**config.mk**
```make
export PLATFORM = sky130hd
export DESIGN_NAME = shift_exec_stage
export DESIGN_NICKNAME = d
export VERILOG_FILES = /design/src/rtl/shift_exec_stage.sv
export SDC_FILE = /design/constraint.sdc
export NUM_CORES = 1
export LEC_CHECK = 0
export ABC_CLOCK_PERIOD_IN_PS = 12300
export CAP_MARGIN = 20
export CORE_UTILIZATION = 50
export CTS_CLUSTER_SIZE = 10
export DETAILED_ROUTE_END_ITERATION = 16
export PLACE_DENSITY = 0.72
export SLEW_MARGIN = 30
export SYNTH_ARGS = -nofsm -noshare
export SYNTH_HDL_FRONTEND = slang
export SYNTH_SLANG_ARGS = --single-unit
```
**constraint.sdc**
```tcl
create_clock -name Clk -period 12.3 [get_ports Clk]
set_input_delay 3.075 -clock Clk [delete_from_list [all_inputs] [get_ports Clk]]
set_output_delay 3.075 -clock Clk [all_outputs]
set_load 0.03 [all_outputs]
```
**src/rtl/shift_exec_stage.sv**
```systemverilog
// Execute-stage shift unit for MIPS R-type shifts.
// Decodes funct, drives a combinational 32-bit barrel shifter and queues results
// in a small in-order FIFO with valid/ready on both sides plus a pipeline flush.

// Combinational 32-bit barrel shifter: left logical, right logical, right arithmetic.
module shiftX32 (
  input  logic [31:0] x,
  input  logic [4:0]  sa,
  input  logic        right,
  input  logic        arith,
  output logic [31:0] y
);
  // Pick the shift flavour; arith only matters for right shifts.
  always_comb begin
    if (!right)     y = x << sa;
    else if (arith) y = $signed(x) >>> sa;
    else            y = x >> sa;
  end
endmodule

module shift_exec_stage #(
  parameter int DEPTH = 2,
  parameter int RD_W  = 5
) (
  input  logic            Clk,
  input  logic            Reset,
  input  logic            Flush,
  input  logic            InValid,
  output logic            InReady,
  input  logic [5:0]      Funct,
  input  logic [4:0]      Shamt,
  input  logic [31:0]     Rs,
  input  logic [31:0]     Rt,
  input  logic [RD_W-1:0] Rd,
  output logic            OutValid,
  input  logic            OutReady,
  output logic [31:0]     OutY,
  output logic [RD_W-1:0] OutRd,
  output logic            OutIllegal
);
  localparam int CW = $clog2(DEPTH) + 1;
  localparam int PW = $clog2(DEPTH);
  localparam logic [CW-1:0] FULL = CW'(DEPTH);

  typedef struct packed {
    logic [31:0]     y;
    logic [RD_W-1:0] rd;
    logic            illegal;
  } entry_t;

  entry_t        mem [DEPTH];
  logic [PW-1:0] wrPtr, rdPtr;
  logic [CW-1:0] count;

  logic [4:0]  sa;
  logic        right, arith, legal;
  logic [31:0] shY;
  logic        push, pop;

  // Only the low five bits of Rs form a shift amount.
  logic unusedRsHi;
  assign unusedRsHi = ^Rs[31:5];

  // Funct decode: shift direction/kind and where the amount comes from.
  always_comb begin
    sa    = Shamt;
    right = 1'b0;
    arith = 1'b0;
    legal = 1'b1;
    case (Funct)
      6'b000000: ;
      6'b000010: right = 1'b1;
      6'b000011: begin right = 1'b1; arith = 1'b1; end
      6'b000100: sa = Rs[4:0];
      6'b000110: begin sa = Rs[4:0]; right = 1'b1; end
      6'b000111: begin sa = Rs[4:0]; right = 1'b1; arith = 1'b1; end
      default:   legal = 1'b0;
    endcase
  end

  shiftX32 uShift (.x(Rt), .sa(sa), .right(right), .arith(arith), .y(shY));

  // Ready comes from registered occupancy only, so no OutReady->InReady path.
  assign InReady  = (count != FULL);
  assign OutValid = (count != '0);
  assign push     = InValid & InReady & ~Flush;
  assign pop      = OutValid & OutReady;

  // Head outputs read zero whenever the FIFO is empty.
  always_comb begin
    OutY       = '0;
    OutRd      = '0;
    OutIllegal = 1'b0;
    if (OutValid) begin
      OutY       = mem[rdPtr].y;
      OutRd      = mem[rdPtr].rd;
      OutIllegal = mem[rdPtr].illegal;
    end
  end

  // FIFO state: reset beats flush, flush clears everything including a same-cycle accept.
  always_ff @(posedge Clk) begin
    if (Reset) begin
      wrPtr <= '0;
      rdPtr <= '0;
      count <= '0;
    end else if (Flush) begin
      wrPtr <= '0;
      rdPtr <= '0;
      count <= '0;
    end else begin
      if (push) begin
        mem[wrPtr] <= '{y: legal ? shY : 32'h0, rd: Rd, illegal: ~legal};
        wrPtr      <= wrPtr + 1'b1;
      end
      if (pop) rdPtr <= rdPtr + 1'b1;
      if (push && !pop)      count <= count + 1'b1;
      else if (pop && !push) count <= count - 1'b1;
    end
  end
endmodule
```
* After elaboration in Yosys (flattened, before gate mapping)
Memory sizes are Yosys's and may differ from the RTL's. A register that Yosys moved wholly into a read port is not among the register bits.
Index checks and enable logic that the tools add are counted.
W data, S select, Z words.
** Storage, ports and cells
- RAM bits :: 76
- Word-level logic and storage cells :: 52
- Memories kept :: 1
- Output and inout bits :: 40
- Input port bits :: 85
- Register bits :: 4
** Memory list
- mem :: depth 2, bits a word 38, rd ports 1, clocked after memory_dff 1, write ports 1, RTL line 51 : entry_t mem [DEPTH];
** Operators by class
- Equality and inequality tests :: 6
- Bitwise operators :: 5
- Reductions and logical operators :: 12
- Add/sub/neg operators :: 4
- Shift operators :: 3
- Muxes and demuxes :: 18
** Operator list (number)
- $mux W32 :: 4
- $shl A32 B5 Y32 :: 1
- $shr A32 B5 Y32 :: 1
- $sshr A32 B5 Y32 :: 1
- $eq A6 B3 Y1 const B :: 3
- $eq A6 B2 Y1 const B :: 2
- $mux W1 :: 10
- $mux W5 :: 2
- $logic_not A6 Y1 :: 1
- $reduce_or A6 Y1 :: 1
- $mux W2 :: 2
- $reduce_bool A2 Y1 :: 2
- $reduce_or A2 Y1 :: 2
- $reduce_or A4 Y1 :: 1
- $and A1 B1 Y1 :: 3
- $reduce_or A3 Y1 :: 1
- $add A1 B1 Y1 const B :: 2
- $add A2 B1 Y2 const B :: 1
- $logic_and A1 B1 Y1 :: 2
- $logic_not A1 Y1 :: 2
- $ne A2 B2 Y1 const B :: 1
- $not A1 Y1 :: 2
- $sub A2 B1 Y2 const B :: 1

* Logic depth before layout (Yosys ltp)
Gate-level depths: netlist of the first run.
- Word-level depth :: 7
- Mapped depth :: 13
- Gate-level depth less buffers :: 8

* Modules after synthesis
From an unflattened synthesis of the first run, not the netlist that was laid out.
** Unflattened totals
- Cells, all modules :: 729
- Area total of the unflattened synthesis :: 7355.8 µm²
** Modules (own cells, without submodules)
- shiftX32 :: seq. area each 0.0 µm², cells an instance 490, area each 3923.8 µm², times used 1
- shift_exec_stage :: seq. area each 2382.3 µm², cells an instance 239, area each 3432.0 µm², times used 1

* Worst setup path after synthesis of the first run
Ideal clock, no wire load.
- Path kind :: input -> register
- From :: input port Flush
- To :: memory mem[1][0] (netlist name) (enable)
- Stages :: 2
- Required time :: 11.758 ns
- Setup slack :: 4.463 ns
- Path buffers :: 1
- Setup time :: 0.542 ns
- Arrival :: 7.296 ns
- Cell sequence :: clkbuf_1 > nor4b_1
** Between the ends
- Word-level cells in the longest chain between the ends :: 6
** Ends and longest elaborated chain
- start, declared :: RTL line 27 : input logic Flush,
- $not A1 Y1 :: RTL line 86 : assign push = InValid & InReady & ~Flush;
- $and A1 B1 Y1 :: RTL line 86
- $mux W1 :: RTL line 112 : if (push) begin
- $mux W1 * :: RTL line 107 : end else if (Flush) begin
- $mux W1 * :: RTL line 103 : if (Reset) begin
- $mux W1 * :: RTL line 113 : mem[wrPtr] <= '{y: legal ? shY : 32'h0, rd: Rd, illegal: ~legal};
- end, declared :: RTL line 51
Mark *: on every way between the ends. The rest lies on a longest branch, timed or not.

* Worst setup path in the final report of the first run
- From :: input port Funct[2]
- To :: memory mem[1][37] (netlist name), data pin
** Between the ends
- Word-level cells in the longest chain between the ends :: 7
- Elaborated cells between the ends (all ways) :: 20
- Classes of those cells :: eq/ne (5); shift (3); mux (7); reduce/logical (5)
** Ends and longest elaborated chain
- start, declared :: RTL line 30 : input logic [5:0] Funct,
- $eq A6 B3 Y1 :: RTL line 70 : case (Funct)
- $reduce_or A3 Y1 (no source line)
- $mux W5 :: RTL line 70
- $shr A32 B5 Y32 / $sshr A32 B5 Y32 (equally long branches) :: RTL line 17, 16
- $mux W32 :: RTL line 16 : else if (arith) y = $signed(x) >>> sa;
- $mux W32 :: RTL line 15 : if (!right) y = x << sa;
- $mux W32 * :: RTL line 113
Marked as above.

==> metrics.log, run 1 <==
INFO  metric dp_hpwl = 21800 µm
INFO  metric synth-edff-count = 76
INFO  metric number_of_cells_produced_by_synthesis = 1003
INFO  metric tightest_slew = 0.956 ns
INFO  metric status = finished clean
INFO  metric root_buffer = clkbuf_16
INFO  metric grt_remaining_overflow = 0
INFO  metric die-area = 17400 µm²
INFO  metric antenna_found_initial = 1
INFO  metric worstSetupStartpoint = Funct[2]
INFO  metric drc = 0
INFO  metric insertion_delay = 0.34 ns
INFO  metric design.core.area = 16500 µm²
INFO  metric post_cts_resize_count = 0
INFO  metric first_global_vias = 8206
INFO  metric die_h = 132 µm
INFO  metric worst_setup_hold_path_clk_slew = 0.06 ns
INFO  metric antenna_left = 0
INFO  metric cellPowerDensity = 97.7 nW/µm²
INFO  metric slowest_stage = mux4_2
INFO  metric count_of_buffers_from_port_buffering = 97
INFO  metric ctsHtreeMaxLevel = 3
INFO  metric finalHoldViolations = 0
INFO  metric min-delay-path-class = flip-flop to flip-flop
INFO  metric cts_tree = done
INFO  metric fp-row-count = 47
INFO  metric grt_first_pass_wirelength = 48100 µm
INFO  metric worst_case_headroom_to_the_max_slew_limit = 35.8%
INFO  metric ys_ff_latch = 81
INFO  metric synth_async_reset_ratio = 0%
INFO  metric ys_seq_area_share = 28.3%
INFO  metric ys.flop_type = edfxtp_1
INFO  metric floorplan.io_pins = 125
INFO  metric cp.arrival = 7.27 ns
INFO  metric layout.cells.non_filler = 1264
INFO  metric max_cap_violations = 0
INFO  metric cts.sinks = 81
INFO  metric routed_via_density = 6.97
INFO  metric floorplan.initialDensity = 50.9%
INFO  metric drtIter0Drc = 1203
INFO  metric critical_path_peak_fanout = 34
INFO  metric yosys.cell_types.count = 88
INFO  metric timing.critical_path.slowest_cell_delay = 0.54 ns
INFO  metric crit_chain = clkdlybuf4s50_1, buf_4, inv_1, o31ai_4, nand2_1, buf_4, mux2i_1, mux4_2, mux2i_1, o22ai_1, a21oi_1
INFO  metric layout-area-overhead-vs-synth = 16.1%
INFO  metric total_power = 0.954 mW
INFO  metric synth_warn = 0
INFO  metric worst-setup-path-type = input pin to flip-flop
INFO  metric finalSetupViolCount = 0
INFO  metric post_route_minimum_period = 7.19 ns
INFO  metric dp_cells = 1249
INFO  metric post_synth_instance_area = 8420 µm²
INFO  metric wl = 30600 µm
INFO  metric vdd.ir_drop.worst = 0.0676 mV
INFO  metric post_route_cells_drive_above_1_share = 10.2%
INFO  metric cts_buffer_depth = 2
INFO  metric grt_max_degree = 58
INFO  metric global_route.usage.total = 35.5%
INFO  metric die_span_x = 132 µm
INFO  metric post-cts-setup-buffer-count = 0
INFO  metric hold_path_startpoint = rdPtr$_SDFFE_PP0P_
INFO  metric p_leak = 3.33 nW
INFO  metric dr.pass1.iters = 6
INFO  metric finalNetCount = 1126
INFO  metric cts-buffers-inserted = 9
INFO  metric finalWeightedCongestion = 1.00
INFO  metric final_max_slew_viol_count = 0
INFO  metric critPathRequiredTime = 12.38 ns
INFO  metric vias = 8804
INFO  metric finalCritPeriodShare = 58.4%
INFO  metric wire_length_per_cell_after_detailed_routing = 24.2 µm
INFO  metric fin_tns_setup = 0 ns
INFO  metric r2r_start = count[0]$_SDFFE_PP0P_
INFO  metric antennaDiodeCount = 0
INFO  metric setup.worst_path.end_class = flip-flop
INFO  metric post_cts_hold_buffer_count = 0
INFO  metric final_skew = 0.00677 ns
INFO  metric synthesized_net_count = 1089
INFO  metric fmax = 0.139 GHz
INFO  metric post_synth.cell_area_avg = 8.39 µm²
INFO  metric setup.worst_path.start_class = input pin
INFO  metric grt_setup_unrepaired = false
cell families after synthesis:
group                      synth area share, %
and+or+nand+nor                           19.4
muxes                                     15.0
DFF                                       28.3
buffers and inverters                     6.32
adders and majority gates                0.149
xor gates and xnor gates                 0.520
AOI/OAI and AO/OA                         30.3
state kept, by name (all words and copies together) (netlist names), named ones only:
register,cells
mem,76
count,2
rdPtr,1
wrPtr,1
worst max-delay path, delay by kind of cell:
family / cells / cell delay [ns]
AO/OA/AOI/OAI: 3 / 1.03
multiplexers: 3 / 1.03
buffers and inverters: 4 / 1.69
AND/OR/NAND/NOR: 1 / 0.42
cells in the final DEF, fill, tap and decap left out, types with 16 or more instances in the layout:
| cell | n |
|---|---|
| a21oi_1 | 56 |
| a211oi_1 | 30 |
| buf_4 | 29 |
| and3_1 | 16 |
| clkdlybuf4s50_1 | 97 |
| nor3_1 | 17 |
| edfxtp_1 | 76 |
| mux2i_1 | 91 |
| mux2_2 | 17 |
| nand2b_1 | 36 |
| o21ai_0 | 39 |
| a2111oi_0 | 24 |
| a31oi_1 | 33 |
| nor2_1 | 90 |
| a311oi_1 | 21 |
| nand2_1 | 112 |
| nand3_1 | 31 |
through the flow:
stage          hold WS, ns  setup slack, ns  instance area, µm²  util, %
2_1_floorplan        0.520             4.46                8420        -
3_3_place_gp         0.541             5.00                9430     57.1
3_5_place_dp         0.554             4.95                9430     57.1
4_1_cts              0.571             5.31                9770     59.1
5_1_grt              0.612             4.90                9770     59.1
6_report             0.564             5.11                9770     59.1
synthesized netlist by cell type, drive strengths merged, types with 5 or more instances:
master,count,area (µm²)
a211oi,31,238
mux4,5,113
nor3,18,95.1
nor2,94,358
and2,6,40.0
nor4,8,56.3
a211o,5,43.8
a21oi,56,280
a311oi,21,184
a21boi,5,41.3
a22oi,12,95.1
o21ai,44,220
o31ai,10,116
buf,43,277
nand2,113,427
o211ai,14,105
o22ai,8,50.1
a31oi,34,219
nand3,34,185
inv,10,37.5
nand2b,36,225
o221ai,10,87.6
mux2,17,191
a2111oi,28,273
mux2i,94,957
clkbuf,57,214
a221oi,10,100
and3,16,100
a32oi,11,96.3
edfxtp,76,2280
nand4,6,37.5
a21o,6,45.0
dfxtp,5,100
layout make-up:
class	instances	area (µm²)
Clock buffer	9	225
Clock inverter	6	116
Fill cell	1530	6750
Inverter	11	41.3
Multi-Input combinational cell	811	5540
Sequential cell	81	2380
Tap cell	220	275
Timing Repair Buffer	126	1190
where the power goes:
part	total (mW)	switching [mW]	leakage [nW]	internal [mW]
Combinational	0.342	0.221	2.39	0.121
Sequential	0.309	0.00196	0.770	0.307
Clock	0.304	0.106	0.166	0.198
metal layers:
layer	wire [µm]	vias to the layer above	track usage, %
met5	80	-	2.78
met4	1580	4	18.2
met3	3150	99	7.07
met2	13600	552	54.2
met1	12200	4149	47.6
li1	-	4000	-
final timing paths:
| check | to | slack (ns) | cells after the start |
|---|---|---|---|
| setup reg to reg | mem[1][34]$_DFFE_PP_ | 10.48 | 4 |
| setup / recovery | mem[1][37]$_DFFE_PP_ | 5.11 | 11 |
| hold reg to reg | flip-flop | 0.56 | 2 |
| hold / removal | flip-flop | 0.56 | 2 |
Note: power is estimated with default switching activity, not from simulation.
==> run 2: changes to the inputs <==
--- a/config.mk
+++ b/config.mk
@@ -5,12 +5,12 @@
 export SDC_FILE = /design/constraint.sdc
 export NUM_CORES = 1
 export LEC_CHECK = 0
-export ABC_CLOCK_PERIOD_IN_PS = 12300
+export ABC_CLOCK_PERIOD_IN_PS = 5960
 export CAP_MARGIN = 20
 export CORE_UTILIZATION = 50
 export CTS_CLUSTER_SIZE = 10
 export DETAILED_ROUTE_END_ITERATION = 16
-export PLACE_DENSITY = 0.72
+export PLACE_DENSITY = 0.74
 export SLEW_MARGIN = 30
 export SYNTH_ARGS = -nofsm -noshare
 export SYNTH_HDL_FRONTEND = slang
==> constraint.sdc (replaced) <==
create_clock -name Clk -period 5.96 [get_ports Clk]
set_input_delay 1.49 -clock Clk [delete_from_list [all_inputs] [get_ports Clk]]
set_output_delay 1.49 -clock Clk [all_outputs]
set_load 0.03 [all_outputs]
==> metrics.log, run 2 (synthesis results as in run 1) <==
INFO  metric post-cts-setup-buffer-count = 0 (unchanged)
INFO  metric largest_register_ff_count = 76 (unchanged)
INFO  metric dp_cells = 1274 (+2.0%)
INFO  metric antennaDiodeCount = 0 (unchanged)
INFO  metric grt.met1_usage = 48.3% (+0.74 points)
INFO  metric setup.worst_path.start_class = input pin
INFO  metric design.core.area = 16500 µm² (unchanged)
INFO  metric max_cap_violations = 0 (unchanged)
INFO  metric finalNetCount = 1151 (+2.2%)
INFO  metric worst_setup_hold_path_clk_slew = 0.06 ns (about the same)
INFO  metric cellPowerDensity = 195 nW/µm² (+100%)
INFO  metric antenna_left = 0 (unchanged)
INFO  metric p_leak = 3.45 nW (+3.7%)
INFO  metric cts.sinks = 81 (unchanged)
INFO  metric tightest_slew = 0.956 ns (+0.000253 ns)
INFO  metric drc = 0 (unchanged)
INFO  metric mostFrequentLayoutCells = 112 x nand2_1, 97 x clkdlybuf4s50_1, 91 x nor2_1, 91 x mux2i_1, 76 x edfxtp_1
INFO  metric min-delay-path-class = flip-flop to flip-flop
INFO  metric floorplan.io_pins = 125 (unchanged)
INFO  metric wl = 30800 µm (+0.57%)
INFO  metric antenna_found_initial = 0 (-1)
INFO  metric area.sequential = 2380 µm² (unchanged)
INFO  metric setup.worst_path.end_class = flip-flop
INFO  metric status = finished clean
INFO  metric finalCoreUtilization = 60.4% (+1.3 points)
INFO  metric fmax = 0.192 GHz
INFO  metric placement.setup.worst_slack = 0.648 ns (-4.31 ns)
INFO  metric timing.hold.ws = 0.560 ns (-0.00343 ns)
INFO  metric dr.pass1.iters = 6 (unchanged)
INFO  metric global_route.usage.total = 35.6% (about the same)
INFO  metric reg.largest.list = mem x76, count x2
INFO  metric post_cts_resize_count = 0 (unchanged)
INFO  metric worst_case_headroom_to_the_max_slew_limit = 36.2% (+0.42 points)
INFO  metric dp_hpwl = 23000 µm (+5.3%)
INFO  metric critical_path_peak_fanout = 16 (-53%)
INFO  metric ctsHtreeMaxLevel = 3 (unchanged)
INFO  metric layout.cells.non_filler = 1289 (+2.0%)
INFO  metric final_critical_path_setup_slack = 0.754 ns (-4.36 ns)
INFO  metric layout.cells.most_common = nand2_1
INFO  metric grt_util_met2 = 55.0% (+0.79 points)
INFO  metric critPathRequiredTime = 6.02 ns (-6.36 ns)
INFO  metric insertion_delay = 0.34 ns (about the same)
INFO  metric finalSetupViolCount = 0 (unchanged)
INFO  metric finalCritPeriodShare = 87.4%
INFO  metric grt-busiest-layer = met2
INFO  metric grt_setup_unrepaired = false
INFO  metric wire_length_per_cell_after_detailed_routing = 23.9 µm (-1.4%)
INFO  metric root_buffer = clkbuf_16
INFO  metric die_span_x = 132 µm (unchanged)
INFO  metric routed_via_density = 7.10 (+1.9%)
INFO  metric slowest_stage = clkdlybuf4s50_1
INFO  metric worst-setup-path-type = input pin to flip-flop
INFO  metric post_route_cells_drive_above_1_share = 12.2% (+2.0 points)
INFO  metric floorplan.initialDensity = 50.9% (unchanged)
INFO  metric cts_tree = done
INFO  metric finalHoldViolations = 0 (unchanged)
INFO  metric grt_remaining_overflow = 0 (unchanged)
INFO  metric post_cts_hold_buffer_count = 0 (unchanged)
INFO  metric final_max_slew_viol_count = 0 (unchanged)
INFO  metric vdd.ir_drop.worst = 0.160 mV (+140%)
INFO  metric fin_tns_setup = 0 ns (unchanged)
INFO  metric die_h = 132 µm (unchanged)
INFO  metric cts_buffer_depth = 2 (unchanged)
INFO  metric use_met3 = 6.54% (-0.54 points)
INFO  metric vias = 9146 (+3.9%)
INFO  metric cp.arrival = 5.26 ns (-2.01 ns)
INFO  metric finalWeightedCongestion = 1.09 (+9.2%)
INFO  metric first_global_vias = 8447 (+2.9%)
INFO  metric post_route_minimum_period = 5.21 ns
INFO  metric count_of_buffers_from_port_buffering = 97 (unchanged)
INFO  metric grt_first_pass_wirelength = 48300 µm (+0.47%)
INFO  metric timing.critical_path.slowest_cell_delay = 0.86 ns (+0.32 ns)
INFO  metric drtIter0Drc = 1351 (+12%)
INFO  metric multiInputGateArea = 5550 µm² (+0.11%)
INFO  metric fp-row-count = 47 (unchanged)
INFO  metric top_register = mem
INFO  metric final_layout_fill_cell_count = 1491 (-2.5%)
INFO  metric crit_chain = clkdlybuf4s50_1, inv_1, buf_4, a2111oi_0, a311oi_1, a32oi_1, o221ai_1, nand2_1, nand3_1, a211oi_1
INFO  metric cts-buffers-inserted = 9 (unchanged)
INFO  metric layout-area-overhead-vs-synth = 18.6%
INFO  metric die-area = 17400 µm² (unchanged)
INFO  metric final_skew = 0.00984 ns (+0.00307 ns)
INFO  metric grt_max_degree = 44 (-24%)
==> run 2: final timing paths <==
| kind | startpoint | to | slack (ns) | cells after the start |
|---|---|---|---|---|
| min | rdPtr$_SDFFE_PP0P_ | rdPtr$_SDFFE_PP0P_ | 0.56 | 2 |
| max | Funct[2] | mem[0][9]$_DFFE_PP_ | 0.75 | 10 |
| max reg2reg | count[0]$_SDFFE_PP0P_ | mem[1][23]$_DFFE_PP_ | 4.15 | 4 |
| min reg2reg | rdPtr$_SDFFE_PP0P_ | rdPtr$_SDFFE_PP0P_ | 0.56 | 2 |
==> run 2: area by class of cell <==
class	count	area share, %
timing repair buffer	151	14.2
inverter	11	0.414
sequential	81	23.9
multi-input combinational	811	55.6
tap	220	2.76
clock buffer	9	2.26
clock inverter	6	0.940
==> run 2: per-layer routing <==
metal  part of all wire (%)  up-vias
met2                     44      681
li1                       -     4059
met4                    4.9        0
met5                      0        -
met3                     11      116
met1                     40     4290
==> run 2: worst max-delay path: cells and delay by family <==
kind,cells,cell delay (ns)
simple gates,2,0.25
compound gates,5,1.97
buf+inv,3,1.54
==> run 2: power breakdown <==
| part | switching [mW] | internal [mW] |
|---|---|---|
| Sequential | 0.00672 | 0.633 |
| Combinational | 0.460 | 0.265 |
| Clock | 0.217 | 0.366 |
==> run 2: per-stage QoR <==
step | cell area, µm² | power (mW)
2_1_floorplan | 8420 | 1.09
3_3_place_gp | 9660 | 1.35
3_5_place_dp | 9660 | 1.35
4_1_cts | 9980 | 1.94
5_1_grt | 9980 | 2.02
6_report | 9980 | 1.95
==> run 3: changes to the inputs <==
--- a/config.mk
+++ b/config.mk
@@ -10,8 +10,9 @@
 export CORE_UTILIZATION = 50
 export CTS_CLUSTER_SIZE = 10
 export DETAILED_ROUTE_END_ITERATION = 16
-export PLACE_DENSITY = 0.74
+export PLACE_DENSITY = 0.76
 export SLEW_MARGIN = 30
 export SYNTH_ARGS = -nofsm -noshare
 export SYNTH_HDL_FRONTEND = slang
+export SYNTH_HIERARCHICAL = 1
 export SYNTH_SLANG_ARGS = --single-unit
==> metrics.log, run 3 <==
INFO  metric critPathRequiredTime = 6.04 ns (+0.02 ns)
INFO  metric count_of_buffers_from_port_buffering = 97 (unchanged)
INFO  metric cp.arrival = 5.06 ns (-0.20 ns)
INFO  metric status = finished clean
INFO  metric floorplan.initialDensity = 52.2% (+1.2 points)
INFO  metric fin_tns_setup = 0 ns (unchanged)
INFO  metric largest_register_ff_count = 76 (unchanged)
INFO  metric ys.flop_type = edfxtp_1
INFO  metric p_leak = 3.07 nW (-11%)
INFO  metric dr.pass1.iters = 8 (+2)
INFO  metric cts_buffer_depth = 2 (unchanged)
INFO  metric finalCoreUtilization = 61.9% (+1.5 points)
INFO  metric worst_hold_path.num_cells = 2 (unchanged)
INFO  metric synth-xor-area-share = 0.357% (-0.16 points)
INFO  metric worst_hold_path.endpoint = count[1]$_SDFFE_PP0P_
INFO  metric yosys.cell_types.count = 67 (-24%)
INFO  metric insertion_delay = 0.33 ns (about the same)
INFO  metric synth_warn = 6 (+6)
INFO  metric setup.reg_to_reg.worst_slack = 4.20 ns (+0.05 ns)
INFO  metric crit-reg2reg-capture = mem[0][24]$_DFFE_PP_
INFO  metric finalHoldViolations = 0 (unchanged)
INFO  metric total_power = 1.78 mW (-8.7%)
INFO  metric finalSetupViolCount = 0 (unchanged)
INFO  metric final_max_slew_viol_count = 0 (unchanged)
INFO  metric final_cell_area = 8720 µm² (-13%)
INFO  metric tightest_slew = 0.904 ns (-0.0528 ns)
INFO  metric finalWeightedCongestion = 1.02 (-6.8%)
INFO  metric ys_seq_area_share = 32.4% (+4.1 points)
INFO  metric post_cts_hold_buffer_count = 0 (unchanged)
INFO  metric routed_via_density = 6.73 (-5.1%)
INFO  metric antenna_left = 0 (unchanged)
INFO  metric mostFrequentLayoutCells = 106 x nor2_1, 97 x clkdlybuf4s50_1, 76 x mux2i_1, 76 x edfxtp_1
INFO  metric setup.worst_path.end_class = flip-flop
INFO  metric drc = 0 (unchanged)
INFO  metric layout-area-overhead-vs-synth = 18.5% (about the same)
INFO  metric root_buffer = clkbuf_16
INFO  metric finalCritPeriodShare = 83.6% (-3.8 points)
INFO  metric synth_async_reset_ratio = 0% (unchanged)
INFO  metric grt_max_degree = 80 (+82%)
INFO  metric setup.worst_path.start_class = input pin
INFO  metric antennaDiodeCount = 0 (unchanged)
INFO  metric floorplan.io_pins = 125 (unchanged)
INFO  metric critical_path_peak_fanout = 46 (+30)
INFO  metric min-delay-path-class = flip-flop to flip-flop
INFO  metric synthMuxAreaShare = 31.9% (+17 points)
INFO  metric final_skew = 0.00970 ns (-0.000140 ns)
INFO  metric post-synth-top-count-cell = nor2_1
INFO  metric grt_remaining_overflow = 0 (unchanged)
INFO  metric number_of_cells_produced_by_synthesis = 729 (-27%)
INFO  metric synth_compound_area_share = 13.1% (-17 points)
INFO  metric finalNetCount = 874 (-24%)
INFO  metric power.net_switching = 0.537 mW (-21%)
INFO  metric top_register = mem
INFO  metric worst-setup-path-type = input pin to flip-flop
INFO  metric post_synth_instance_area = 7360 µm² (-13%)
INFO  metric share_of_synthesized_cell_area_in_and_or_nand_and_nor_gates = 16.7% (-2.8 points)
INFO  metric synth-edff-count = 76 (unchanged)
INFO  metric die_h = 123 µm (-6.4%)
INFO  metric power.share.clock = 33.3% (+3.4 points)
INFO  metric reg.largest.list = mem x76, count x2
INFO  metric grt_first_pass_wirelength = 34500 µm (-29%)
INFO  metric vias = 6549 (-28%)
INFO  metric timing.reg2reg.worst_path_depth = 4 (unchanged)
INFO  metric yosys.area.top_type = edfxtp_1
INFO  metric combinationalPowerShare = 31.0% (-6.3 points)
INFO  metric dp_hpwl = 16900 µm (-27%)
INFO  metric cts_tree = done
INFO  metric r2r_start = count[0]$_SDFFE_PP0P_
INFO  metric synth.top_cells.by_area = edfxtp_1 31%, mux4_2 17%, mux2i_1 10%, nor2_1 5.5%, nand2_1 2.9%
INFO  metric vdd.ir_drop.worst = 0.146 mV (-8.8%)
INFO  metric hold_path_startpoint = count[1]$_SDFFE_PP0P_
INFO  metric max_cap_violations = 0 (unchanged)
INFO  metric main_combinational_cell_family_by_area_after_synthesis = multiplexers
INFO  metric power.switching_fraction = 30.2% (-4.9 points)
INFO  metric cellPowerDensity = 204 nW/µm² (+4.5%)
INFO  metric post_cts_resize_count = 0 (unchanged)
INFO  metric cts.sinks = 81 (unchanged)
INFO  metric synthesized_net_count = 815 (-25%)
INFO  metric wire_length_per_cell_after_detailed_routing = 23.5 µm (-1.9%)
INFO  metric yosys-top-cells-count = 107 x nor2_1, 76 x edfxtp_1, 76 x mux2i_1, 57 x mux4_2, 57 x nand2_1
INFO  metric layout.cells.most_common = nor2_1
INFO  metric fp-row-count = 43 (-8.5%)
INFO  metric post-cts-setup-buffer-count = 0 (unchanged)
INFO  metric grt_setup_unrepaired = false
INFO  metric wl = 22800 µm (-26%)
INFO  metric die_span_x = 123 µm (-6.4%)
INFO  metric cell_internal_pwr = 1.24 mW (-1.8%)
INFO  metric post_route_cells_drive_above_1_share = 15.9% (+3.7 points)
INFO  metric worst_case_headroom_to_the_max_slew_limit = 39.8% (+3.5 points)
INFO  metric dpl-instance-area = 8390 µm² (-13%)
INFO  metric die-area = 15200 µm² (-12%)
INFO  metric share_seq_of_total_power = 35.7% (+2.9 points)
INFO  metric post_route_minimum_period = 4.98 ns (-0.226 ns)
INFO  metric post_synth.cell_area_avg = 10.1 µm² (+20%)
INFO  metric cts-buffers-inserted = 9 (unchanged)
INFO  metric drtIter0Drc = 649 (-52%)
INFO  metric global_route.usage.total = 30.5% (-5.1 points)
INFO  metric fmax = 0.201 GHz (+4.5%)
INFO  metric yosys.area.top_type_share = 31.0% (+3.9 points)
INFO  metric ctsHtreeMaxLevel = 3 (unchanged)
INFO  metric synth_adder_area_share = 0.170% (+0.021 points)
INFO  metric ys_ff_latch = 81 (unchanged)
INFO  metric worst_setup_hold_path_clk_slew = 0.06 ns (about the same)
INFO  metric antenna_found_initial = 0 (unchanged)
INFO  metric design.core.area = 14100 µm² (-15%)
INFO  metric first_global_vias = 6067 (-28%)
==> run 3: layer usage <==
layer / track usage [%] / part of all wire (%) / wire length [µm] / up-vias
met5: 0 / 0 / 0 / -
met4: 13.0 / 4.1 / 939 / 0
met3: 3.27 / 6.9 / 1580 / 58
met2: 49.5 / 46 / 10600 / 369
met1: 41.6 / 43 / 9720 / 3178
li1: - / - / - / 2944
==> run 3: logic make-up (layout without fill, tap and decap cells) <==
logic type      count (synthesis)  count (layout)
fa+ha+maj                       1               1
simple gates                  261             261
flops                          81              81
compound gates                144             144
xor+xnor                        3               3
mux                           157             157
buf+inv                        82             146
==> run 3: final cells by class <==
| class | count | area (µm²) |
|---|---|---|
| timing repair buffer | 118 | 1140 |
| clock inverter | 6 | 90.1 |
| fill | 1147 | 5380 |
| inverter | 12 | 45.0 |
| sequential | 81 | 2390 |
| clock buffer | 10 | 239 |
| multi-input combinational | 566 | 4590 |
| tap | 180 | 225 |
==> run 3: through the flow <==
stage	cells	hold slack, ns	setup slack, ns
2_1_floorplan	729	0.472	0.939
3_3_place_gp	957	0.486	0.709
3_5_place_dp	957	0.503	0.682
4_1_cts	973	0.539	1.01
5_1_grt	973	0.576	0.846
6_report	973	0.549	0.980
==> run 3: critical path, cell delays in order <==
cell and delay, ns:
clkdlybuf4s50_1 0.52, nand2b_1 0.21, nand3_4 0.17, mux2_4 0.76, mux4_2 0.65, mux2i_1 0.56
o22ai_1 0.20, o31a_1 0.30, and3_1 0.17
==> run 3: power by group through the flow <==
stage / registers [mW] / clock network (mW) / logic, mW
after CTS: 0.634 / 0.599 / 0.539
after detailed placement: 0.646 / 0 / 0.537
after global routing: 0.635 / 0.622 / 0.583
after global placement: 0.646 / 0 / 0.532
final: 0.634 / 0.593 / 0.551
after floorplan: 0.643 / 0 / 0.356
==> run 3: worst max-delay path by stage <==
stage / start / to / slack [ns]
finish: Funct[1] / mem[1][30]$_DFFE_PP_ / 0.98
global route: Funct[1] / mem[1][28]$_DFFE_PP_ / 0.85
CTS: Funct[1] / mem[1][28]$_DFFE_PP_ / 1.01
detailed placement: Funct[1] / mem[1][28]$_DFFE_PP_ / 0.68
global placement: Funct[1] / mem[1][26]$_DFFE_PP_ / 0.71
floorplan: Flush / mem[0][0]$_DFFE_PP_ / 0.94
